<file path="config.mk">
export PLATFORM = sky130hd
export DESIGN_NAME = trace_monitor
export DESIGN_NICKNAME = d
export VERILOG_FILES = /design/src/rtl/trace_monitor.sv
export SDC_FILE = /design/constraint.sdc
export NUM_CORES = 2
export LEC_CHECK = 0
export CAP_MARGIN = 0
export CORE_UTILIZATION = 30
export DETAILED_ROUTE_END_ITERATION = 10
export SYNTH_ARGS = -nofsm -noshare
export SYNTH_HDL_FRONTEND = slang
export SYNTH_SLANG_ARGS = --single-unit
</file>
<file path="constraint.sdc">
create_clock -name clk -period 9 [get_ports clk]
set_clock_uncertainty 0.05 [all_clocks]
set_input_delay 0.9 -clock clk [delete_from_list [all_inputs] [get_ports clk]]
set_output_delay 0.9 -clock clk [all_outputs]
set_load 0.05 [all_outputs]
</file>
<file path="src/rtl/trace_monitor.sv">
// Execution trace monitor: captures per-cycle CPU commit records into a FWFT FIFO.
// Optional watch-channel change tracking is enabled with `define TRACE_WATCH_EN.
module trace_monitor #(
  parameter int unsigned DEPTH     = 16,
  parameter int unsigned NUM_WATCH = 4,
  parameter int unsigned TIMEOUT   = 60
) (
  input  logic                      clk,
  input  logic                      reset,
  input  logic                      en,
  input  logic [31:0]               pc,
  input  logic [31:0]               instr,
  input  logic [31:0]               alu_result,
  input  logic                      mem_read,
  input  logic                      mem_write,
  input  logic [32*NUM_WATCH-1:0]   watch_data,
  input  logic                      rd_ready,
  output logic                      rd_valid,
  output logic [127+NUM_WATCH:0]    rd_record,
  output logic [31:0]               cycle_count,
  output logic                      halted,
  output logic [15:0]               overflow
);

  localparam int unsigned AW    = $clog2(DEPTH);
  localparam int unsigned REC_W = 128 + NUM_WATCH;

  localparam logic [1:0] IDLE = 2'd0;
  localparam logic [1:0] RUN  = 2'd1;
  localparam logic [1:0] HALT = 2'd2;

  logic [1:0]           state;
  logic [31:0]          cnt_next;
  logic                 capture;
  logic [NUM_WATCH-1:0] watch_chg;
  logic [REC_W-1:0]     rec_in;

  logic [AW:0]          wptr, rptr;
  logic                 empty, full, pop, wr, drop;
  logic [REC_W-1:0]     mem [DEPTH];

  // The edge that sees en=1 in IDLE already captures, so the first record carries cycle=1.
  assign capture  = en && (state != HALT);
  assign cnt_next = cycle_count + 32'd1;
  assign halted   = (state == HALT);

  always_ff @(posedge clk or negedge reset) begin
    if (!reset) begin
      state       <= IDLE;
      cycle_count <= '0;
    end else begin
      case (state)
        IDLE, RUN: begin
          if (capture) begin
            cycle_count <= cnt_next;
            state       <= (cnt_next == TIMEOUT) ? HALT : RUN;
          end else begin
            state <= IDLE;
          end
        end
        HALT:    state <= HALT;
        default: state <= IDLE;
      endcase
    end
  end

`ifdef TRACE_WATCH_EN
  logic [32*NUM_WATCH-1:0] snap;

  always_ff @(posedge clk or negedge reset) begin
    if (!reset) begin
      snap <= '0;
    end else if (capture) begin
      snap <= watch_data;
    end
  end

  always_comb begin
    watch_chg = '0;
    for (int unsigned k = 0; k < NUM_WATCH; k++) begin
      watch_chg[k] = (watch_data[32*k +: 32] != snap[32*k +: 32]);
    end
  end
`else
  logic unused_watch;
  assign unused_watch = ^watch_data;
  assign watch_chg    = '0;
`endif

  logic unused_alu;
  assign unused_alu = ^alu_result[1:0];

  assign rec_in = {cnt_next, pc, instr, alu_result[31:2], mem_write, mem_read, watch_chg};

  assign empty    = (wptr == rptr);
  assign full     = (wptr[AW] != rptr[AW]) && (wptr[AW-1:0] == rptr[AW-1:0]);
  assign pop      = !empty && rd_ready;
  // A pop on the same edge frees the slot, so a push into a full FIFO still lands.
  assign wr       = capture && (!full || pop);
  assign drop     = capture && full && !pop;
  assign rd_valid = !empty;
  assign rd_record = mem[rptr[AW-1:0]];

  always_ff @(posedge clk) begin
    if (wr) begin
      mem[wptr[AW-1:0]] <= rec_in;
    end
  end

  always_ff @(posedge clk or negedge reset) begin
    if (!reset) begin
      wptr     <= '0;
      rptr     <= '0;
      overflow <= '0;
    end else begin
      if (wr) begin
        wptr <= wptr + (AW+1)'(1);
      end
      if (pop) begin
        rptr <= rptr + (AW+1)'(1);
      end
      if (drop && (overflow != '1)) begin
        overflow <= overflow + 16'd1;
      end
    end
  end

endmodule

</file>
==> reports/qor.yml <==
floorplan:
  initial_core_util_pct: 30.2
  row_count: 189
  die-area_um2: 270000
  coreArea_um2: 266000
  num_io_pins: 412
  fp.dieW_um: 519
  die_h_um: 519
detailed_routing:
  wl_per_cell_um: 25.4
  first_pass_iters: 5
  viasPerCell: 4.87
  drc_errors: 0
  num_vias: 35900
  drtIter0Drc: 3292
  antenna_left: 0
  drt_wl_total_um: 187000
global_route:
  gr-total-overflow: 0
  grt_max_degree: 121
  grt_pass1_wl_um: 271000
  grt_antenna_before_repair: 10
  grt_pass1_vias: 38000
  grt.total_usage_pct: 13.8
clock_network:
  cts_resized: 0
  clockBufferDepth: 4
  htree_levels: 4
  tritoncts: "yes"
  clock_sinks: 2108
  post_cts_buffers: 0
  clock_latency_ps: 910
  holdBufCountCts: 0
  cts_buffers: 227
  clk_pin_slew_ps: 60
  clockRootBuffer: "clkbuf_16"
worst_setup_path:
  worst-setup-path-type: "reg2out"
  cp_slowest_cell: "dfrtp_4"
  required_ps: 8050
  worst-r2r-cell-count: 8
  cpPeakStageDelay_ps: 980
  arrival_ps: 5060
  critPathCaptureType: "primary output"
  crit_path_max_fanout: 34
  r2r-start: "rptr[0]"
  path_delay_family: "buffers and inverters"
  crit_path_start_kind: "flop"
  cp.depth: 5
  startpoint: "rptr[0]"
  path_buf_inv: 3
  cp_cell_sequence: "buf_4 -> buf_4 -> mux4_2 -> mux4_2 -> clkdlybuf4s50_1"
power:
  leakage_nw: 29.2
  power-per-cell-area_nw_per_um2: 335
  ir_drop_mv: 0.346
  power.total_mw: 31.8
timing:
  whs_ps: 155
  period_needed_ps: 6010
  fin_crit_sh_pct: 66.7
  worst_pin_slew_ps: 1360
  rsz0062_at_grt: "no"
  hold_viol: 0
  relSlewSlack_pct: 9.23
  finalMaxSlewViolations: 0
  finalWorstSetupSlack_ps: 2990
  max_freq_mhz: 167
  setup_viol_count_final: 0
  setup_tns_ps: 0
final_layout:
  multi_input_area_um2: 16700
  num-fill-cells: 24300
  area_delta_synth_final_pct: 18.1
  final_util_pct: 35.7
  regArea_um2: 63000
  drive_gt1_share_pct: 27.7
  final_area_um2: 94900
  nNetsFinal: 3892
  instances_no_fill: 7374
placed_design:
  dpl_cell_area_um2: 87700
  place.gp.congestion: 0.741
  pre_cts_ws_ps: 3770
  io_buffers: 277
  place_inst: 6958
  place_hpwl_um: 92300
synthesis:
  async_reset_ff_share_pct: 2.85
  yosys.area_share.adder_pct: 0.109
  synth.most_common_cell: "edfxtp_1"
  yosys_warnings: 0
  synth_compound_area_share_pct: 0.199
  synth_area_leaders: "edfxtp_1, mux4_2, dfrtp_1"
  muxShareOfSynthArea_pct: 18.0
  synthesis.area_um2: 80300
  synth_cells: 3249
  synth_edf_count: 2048
  synth_top_area_cell: "edfxtp_1"
  yosys.cell_types.count: 54
  ys_ff_latch: 2108
  synth_top_area_share_pct: 76.6
  synth-xor-area-share_pct: 1.06
  yosysSeqAreaShare_pct: 78.4
  synth_commonest_cells: "edfxtp_1, mux4_2, clkbuf_1, dfrtp_1, xnor2_1"
  synth_ff_type: "edfxtp_1"
  synth_top_family_by_area: "multiplexers"
  postSynthAreaPerCell_um2: 24.7
  yosys.area_share.simple_pct: 1.30
status:
  status: "completed"
worst_hold_path:
  worst_hold_path_type: "in2async"
job:
  drv_cap: 0
-- routing by layer --
metal / GRT usage (%) / share of wire (%)
met5: 0 / 0.019
met4: 3.35 / 2.2
met1: 19.2 / 44
met2: 22.4 / 48
met3: 2.37 / 5.6
-- worst paths after layout --
| kind | end | slack (ps) |
|---|---|---|
| min reg2reg | wptr[4] | 430 |
| max reg2reg | mem[11][74] | 4420 |
| min in group clk | wptr[4] | 430 |
| min | cycle_count[26] | 150 |
| max in group asynchronous | rptr[0] | 8080 |
| max | rd_record[86] | 2990 |
-- kinds of logic (layout without fill, tap and decap cells) --
group / Yosys count / after routing
multiplexers: 643 / 643
AND/OR/NAND/NOR: 187 / 187
flip-flops: 2108 / 2108
AO/OA/AOI/OAI: 19 / 19
adder cells (fa/ha/maj): 7 / 7
XOR/XNOR: 97 / 97
other: 1 / 11
buffers and inverters: 187 / 769
-- placed cells by master, fill, tap and decap left out, types with 7 or more instances in the layout --
master,netlist,final
nand3_1,21,21
and2_4,0,12
nand4_1,25,25
buf_4,4,59
nor3_1,14,14
buf_12,0,17
ha_1,7,7
clkdlybuf4s50_1,0,276
nand2_1,36,36
xnor2_1,58,55
nor4_1,9,9
inv_6,0,7
edfxtp_1,2048,2048
clkbuf_16,0,228
clkinvlp_4,0,7
inv_1,8,8
clkbuf_1,108,50
xor2_1,39,39
bufinv_16,0,20
nor2_1,31,31
mux4_2,640,640
diode_2,0,7
clkinv_1,0,50
dfrtp_1,60,56
clkinv_2,0,38
-- power breakdown --
part	total (mW)	leakage [nW]	switching, mW	internal, mW
sequential	12.3	19.3	0.382	11.9
clock	9.01	3.49	3.79	5.22
combinational	10.6	6.40	6.26	4.29
-- cell type report --
class	instances	share of cell area [%]
tap	3533	4.66
multi-input combinational	957	17.6
clock inverter	130	1.33
inverter	8	0.0317
timing repair buffer	353	3.74
clock buffer	278	6.21
antenna	7	0.0185
sequential	2108	66.4
-- flip-flops by register name, indices dropped and copies added (netlist names) --
signal,count
overflow,16
rptr,5
cycle_count,32
wptr,5
state,2
mem,2048
(Power assumes the default switching activity.)
